## config.mk

```make
export PLATFORM = sky130hd
export DESIGN_NAME = gray_fifo_ctrl
export DESIGN_NICKNAME = d
export VERILOG_FILES = /design/src/rtl/gray_fifo_ctrl.sv
export SDC_FILE = /design/constraint.sdc
export NUM_CORES = 1
export LEC_CHECK = 0
export ABC_AREA = 1
export ABC_CLOCK_PERIOD_IN_PS = 2500
export BUFFER_PORTS_ARGS = -buffer_cell sky130_fd_sc_hd__buf_2
export CAP_MARGIN = 20
export CORE_AREA = 10 10 68 70
export DETAILED_ROUTE_END_ITERATION = 8
export DIE_AREA = 0 0 78 80
export GPL_ROUTABILITY_DRIVEN = 0
export PLACE_DENSITY = 0.64
export SLEW_MARGIN = 0
export SYNTH_ARGS = -nofsm -noshare
export SYNTH_HDL_FRONTEND = slang
export SYNTH_SLANG_ARGS = --single-unit
```

## constraint.sdc

```tcl
create_clock -name clk -period 2.5 [get_ports clk]
set_clock_uncertainty 0.15 [all_clocks]
set_input_delay 0.125 -clock clk [delete_from_list [all_inputs] [get_ports clk]]
set_output_delay 0.125 -clock clk [all_outputs]
set_load 0.01 [all_outputs]
```

## src/rtl/gray_fifo_ctrl.sv

```systemverilog
// Single-clock FIFO pointer controller. It grants producer/consumer
// requests, drives the RAM strobes and addresses, publishes gray-coded
// pointers, derives occupancy/status flags, and sequences a one-cycle flush.
module gray_fifo_ctrl #(
    parameter int ADDR_LEN      = 4,
    parameter int AFULL_THRESH  = 12,
    parameter int AEMPTY_THRESH = 2
) (
    input  logic                clk,
    input  logic                reset_n,
    input  logic                wr_req,
    input  logic                rd_req,
    input  logic                flush,
    output logic                wr_en,
    output logic [ADDR_LEN-1:0] wr_addr,
    output logic                rd_en,
    output logic [ADDR_LEN-1:0] rd_addr,
    output logic [ADDR_LEN:0]   wr_ptr_gray,
    output logic [ADDR_LEN:0]   rd_ptr_gray,
    output logic [ADDR_LEN:0]   count,
    output logic                full,
    output logic                empty,
    output logic                almost_full,
    output logic                almost_empty,
    output logic                overflow,
    output logic                underflow,
    output logic                busy
);

    localparam int PW = ADDR_LEN + 1;
    localparam logic [PW-1:0] AFULL_T  = PW'(AFULL_THRESH);
    localparam logic [PW-1:0] AEMPTY_T = PW'(AEMPTY_THRESH);

    typedef enum logic {
        ST_RUN   = 1'b0,
        ST_FLUSH = 1'b1
    } state_t;

    state_t        state;
    state_t        state_nxt;
    logic          flush_enter;
    logic [PW-1:0] wr_bin;
    logic [PW-1:0] rd_bin;
    logic [PW-1:0] wr_bin_inc;
    logic [PW-1:0] rd_bin_inc;

    function automatic logic [PW-1:0] bin2gray(input logic [PW-1:0] b);
        return b ^ (b >> 1);
    endfunction

    assign wr_bin_inc = wr_bin + 1'b1;
    assign rd_bin_inc = rd_bin + 1'b1;

    assign wr_addr = wr_bin[ADDR_LEN-1:0];
    assign rd_addr = rd_bin[ADDR_LEN-1:0];

    // Status derived only from registered pointers; full means the write
    // pointer is one lap ahead (top two gray bits inverted, rest equal).
    assign empty        = (wr_ptr_gray == rd_ptr_gray);
    assign full         = (wr_ptr_gray == {~rd_ptr_gray[ADDR_LEN:ADDR_LEN-1],
                                            rd_ptr_gray[ADDR_LEN-2:0]});
    assign count        = wr_bin - rd_bin;
    assign almost_full  = (count >= AFULL_T);
    assign almost_empty = (count <= AEMPTY_T);

    // Next-state and grant logic; grants are suppressed in the flush request
    // cycle and throughout FLUSH.
    always_comb begin
        state_nxt   = state;
        wr_en       = 1'b0;
        rd_en       = 1'b0;
        busy        = 1'b0;
        flush_enter = 1'b0;
        case (state)
            ST_RUN: begin
                if (flush) begin
                    state_nxt   = ST_FLUSH;
                    flush_enter = 1'b1;
                end else begin
                    wr_en = wr_req & ~full;
                    rd_en = rd_req & ~empty;
                end
            end
            ST_FLUSH: begin
                busy      = 1'b1;
                state_nxt = ST_RUN;
            end
            default: state_nxt = ST_RUN;
        endcase
    end

    // State register.
    always_ff @(posedge clk or negedge reset_n) begin
        if (!reset_n) begin
            state <= ST_RUN;
        end else begin
            state <= state_nxt;
        end
    end

    // Write pointer: binary and gray advance together on a granted write.
    always_ff @(posedge clk or negedge reset_n) begin
        if (!reset_n) begin
            wr_bin      <= '0;
            wr_ptr_gray <= '0;
        end else if (wr_en) begin
            wr_bin      <= wr_bin_inc;
            wr_ptr_gray <= bin2gray(wr_bin_inc);
        end
    end

    // Read pointer: advances on a granted read, or catches up to the write
    // pointer when leaving FLUSH so the FIFO reads back empty.
    always_ff @(posedge clk or negedge reset_n) begin
        if (!reset_n) begin
            rd_bin      <= '0;
            rd_ptr_gray <= '0;
        end else if (state == ST_FLUSH) begin
            rd_bin      <= wr_bin;
            rd_ptr_gray <= wr_ptr_gray;
        end else if (rd_en) begin
            rd_bin      <= rd_bin_inc;
            rd_ptr_gray <= bin2gray(rd_bin_inc);
        end
    end

    // Sticky error flags; entering FLUSH clears them, but a refused request
    // in that same cycle still sets them.
    always_ff @(posedge clk or negedge reset_n) begin
        if (!reset_n) begin
            overflow  <= 1'b0;
            underflow <= 1'b0;
        end else begin
            overflow  <= (overflow  & ~flush_enter) | (wr_req & ~wr_en);
            underflow <= (underflow & ~flush_enter) | (rd_req & ~rd_en);
        end
    end

endmodule

```

# Word-level counts from Yosys, hierarchy flattened

Cells that the tools add are included.
W data, S select, Z words.

Flip-flop bits (word level): 23
Bits in latches: 0
RAM bits: 0
Memory bits (read-only): 0
Logic and storage cells: 44
Memories kept: 0

Add/subtract/negate cells: 3
Multipliers: 0
Div/mod/pow operators: 0
Order comparisons: 2
Equality and inequality tests: 2
Shift operators: 0
Mux-type cells: 12
Bitwise gates (word level): 17
Reduce and logical (&&, ||, !) cells: 1

Operator list:

| cell                  | count |
|---|---|
| $mux W5               | 4 |
| $add A5 B1 Y5 const B | 2 |
| $eq A5 B5 Y1          | 2 |
| $xor A5 B4 Y5         | 2 |
| $mux W1               | 7 |
| $and A1 B1 Y1         | 6 |
| $not A1 Y1            | 6 |
| $ge A5 B4 Y1 const B  | 1 |
| $le A5 B2 Y1 const B  | 1 |
| $sub A5 B5 Y5         | 1 |
| $not A2 Y2            | 1 |
| $or A1 B1 Y1          | 2 |
| $pmux W1 S2           | 1 |
| $reduce_bool A2 Y1    | 1 |

# Logic depth before layout (Yosys ltp)

Word-level depth: 9
Mapped depth: 10
Mapped depth without buffers: 10

# Least setup slack after synthesis

Ideal clock, no wire load.

Path kind: register to output
Start point: register wr_bin[0]
End point: output almost_empty
Arrival time: 1710 ps
Data required time: 2225 ps
Setup slack: 515 ps
Cell stages (with the launch flop): 10
Cell sequence: dfrtp_1 inv_1 ha_1 inv_1 fa_1 nand3_1 nand2_1 xnor2_1 nand2_1 nor2_1

Longest elaborated chain between the ends: 2

Ends and longest elaborated chain:

| element                  | RTL line | RTL |
|---|---|---|
| start: declaration       | 42       | `logic [PW-1:0] wr_bin;` |
| start signal: assignment | 107      | `wr_bin <= wr_bin_inc;` |
| $sub A5 B5 Y5            | 62       | `assign count = wr_bin - rd_bin;` |
| $le A5 B2 Y1             | 64       | `assign almost_empty = (count <= AEMPTY_T);` |
| end: declaration         | 24       | `output logic almost_empty,` |

Every way passes these cells.

# Worst setup path after layout

Start point: register wr_bin[0]
End point: output almost_full

Longest elaborated chain between the ends: 2

Ends and longest elaborated chain:

| element          | RTL line | RTL |
|---|---|---|
| $sub A5 B5 Y5    | 62       |  |
| $ge A5 B4 Y1     | 63       | `assign almost_full = (count >= AFULL_T);` |
| end: declaration | 23       | `output logic almost_full,` |

Every way passes these cells.

==> impl_metrics.yaml <==
synthesis:
  synth.cell_area_um2: 1411
  ys_async_sr_fraction_pct: 100.0
  synth.top_cell.area_share_pct: 37.23
  syn_nets: 209
  yosysUniqueCellTypes: 22
  seq_area_frac_synth_pct: 37.23
  synth_ff_type: "dfrtp_1"
  yosys.area.top_type: "dfrtp_1"
  avgSynthCellArea_um2: 7.164
  synth_cells: 197
  synthMostInstantiatedCell: "nand2_1"
  yosys_warnings: 0
  synth_edf_count: 0
  ys_ff_latch: 21
  synth_area_leaders: "dfrtp_1 37%, nand2_1 19%, nand3_1 7.1%, inv_1 6.6%, ha_1 5.3%"
  ys_top_cells_by_count: "71 x nand2_1, 25 x inv_1, 21 x dfrtp_1"
hold_path:
  hold_class: "primary input to asynchronous set/reset pin"
power:
  power_density_nw_per_um2: 1505
  irDropWorstVdd_mv: 0.7127
  power.leakage_nw: 0.9802
setup_path:
  cp_cell_sequence: "inv_1, ha_1, inv_1, fa_1, nand3_1, nand2_1, xnor2_2, buf_4, nand2_1, buf_2"
  path_max_fanout: 3
  rrSetupSlack_ps: 730
  endpoint_kind: "output port"
  worstPathArrival_ps: 2090
  worst-r2r-cell-count: 7
  max_stage_delay_ps: 440
  crit_slowest_cell: "dfrtp_2"
  crit_family: "adder cells"
  worstSetupPathType: "register to output port"
  reg2reg_from: "wr_ptr_gray[4]"
  crit_start: "wr_bin[0]"
  cp.required_ps: 2230
  cp_num_buf_inv: 4
  start_kind: "register"
  reg2reg_to: "rd_ptr_gray[1]"
sta:
  worst_pin_slew_ps: 499.0
  timing.hold.ws_ps: 154.7
  maxSlewViolCount: 0
  setup_violations: 0
  hold_viol: 0
  slew_headroom_pct: 66.73
  max_freq_mhz: 422.0
  timing.final.crit_share_pct: 94.79
  period_needed_ps: 2370
die:
  die_w_um: 78
  rows: 21
  initial_core_util_pct: 42.97
  ios: 37
  die_area_um2: 6240
  core_area_um2: 3284
  die_h_um: 80
routing:
  drc_errors: 0
  avgRoutedWirePerCell_um: 12.63
  viasPerCell: 4.693
  drt-pass1-iter-count: 4
  ant_nets: 0
  drt_iter0_drc: 90
  totalWireLength_mm: 3.624
  vias: 1347
clock_network:
  clock_sinks: 21
  numCtsBuffers: 3
  cts_tree: "yes"
  clk_pin_slew_ps: 130
  clock_latency_ps: 310
  root_buffer: "clkbuf_4"
  htree_levels: 1
  cts.path.max_buffers: 2
placement:
  place_hpwl_mm: 2.767
  port_buffers: 36
layout:
  finish.utilization_pct: 52.61
  diodes: 0
  layout-drive-gt1-share_pct: 21.16
  nets: 254
  area_growth_pct: 22.43
run:
  cap_violations: 0
status:
  outcome: "completed"
global_route:
  grt_pass1_vias: 1351
  grt_pass1_wl_mm: 6.520
  antenna_found_initial: 0
  grt_usage_pct: 12.47
  grt_max_degree: 22
  grt_overflow_total: 0
## how the worst max path moves through the flow
stage	end	cells after the start
detailed placement	almost_empty	10
CTS	almost_empty	10
global route	almost_full	10
finish	almost_full	10
floorplan	almost_empty	9
global placement	almost_empty	10
## cell type report
type | count | area (um2)
Clock buffer | 3 | 22.52
Clock inverter | 1 | 5.005
Fill cell | 320 | 1556
Inverter | 26 | 97.59
Multi-Input combinational cell | 145 | 760.7
Sequential cell | 21 | 526.8
Tap cell | 46 | 57.56
Timing Repair Buffer | 45 | 257.7
## worst register-to-register path: stages (launching register included)
cell      delay [ps]
dfrtp_1          480
xnor2_1          180
buf_4            150
nand2_1           80
o21bai_2         270
nand2_2          190
nand2_1          120
nand2_1           50
## cell families (layout without fill, tap and decap cells)
family / after synthesis / count (layout) / share of synthesized area (%)
compound gates: 22 / 22 / 8.510
xor+xnor: 12 / 12 / 7.447
fa+ha+maj: 7 / 7 / 6.738
buf+inv: 31 / 75 / 9.397
flops: 21 / 21 / 37.23
simple gates: 104 / 104 / 30.67
## repair_timing
action                     4_1_cts  5_1_grt
hold buffers                     4        0
setup endpoints to repair        0        3
buffers inserted                 0        2
gates resized for setup          0        2
hold endpoints to repair        24        0
## power breakdown
part | leakage (nW) | internal, mW | switching [mW] | total, mW
sequential | 0.263 | 0.476 | 0.206 | 0.682
clock | 0.0177 | 0.0598 | 0.113 | 0.173
combinational | 0.700 | 0.760 | 0.985 | 1.75
total | 0.980 | 1.30 | 1.30 | 2.60
## through the flow
step	total power, mW	setup WS [ps]	cells	setup TNS, ps	cell area [um2]
floorplan	1.764	515.5	197	0	1411
global placement	2.353	462.5	277	0	1637
detailed placement	2.360	391.7	277	0	1637
CTS	2.540	20.21	285	0	1704
global route	2.911	-7.142	287	-13.77	1728
finish	2.600	130.1	287	0	1728
## cells in the final DEF, fill, tap and decap left out, types with 4 or more instances in the layout
master          n
nand2_1        71
buf_2          36
inv_1          25
nand3_1        20
dfrtp_1        20
o21ai_0         9
xor2_1          8
nor2_1          8
o21ai_1         8
ha_1            6
buf_4           5
dlygate4sd3_1   4
## flip-flops by register name, indices dropped and copies added, names as in the netlist
name / flops
wr_bin: 4
overflow: 1
underflow: 1
rd_bin: 4
wr_ptr_gray: 5
rd_ptr_gray: 5
state: 1
## metal layers
| layer | wire (um) | global-route usage, % |
|---|---|---|
| met3 | 227 | 3.941 |
| met1 | 1627 | 14.92 |
| met5 | 0 | 0 |
| met4 | 25 | 2.688 |
| met2 | 1743 | 21.39 |
No activity file was read; power rests on OpenSTA's default activity.
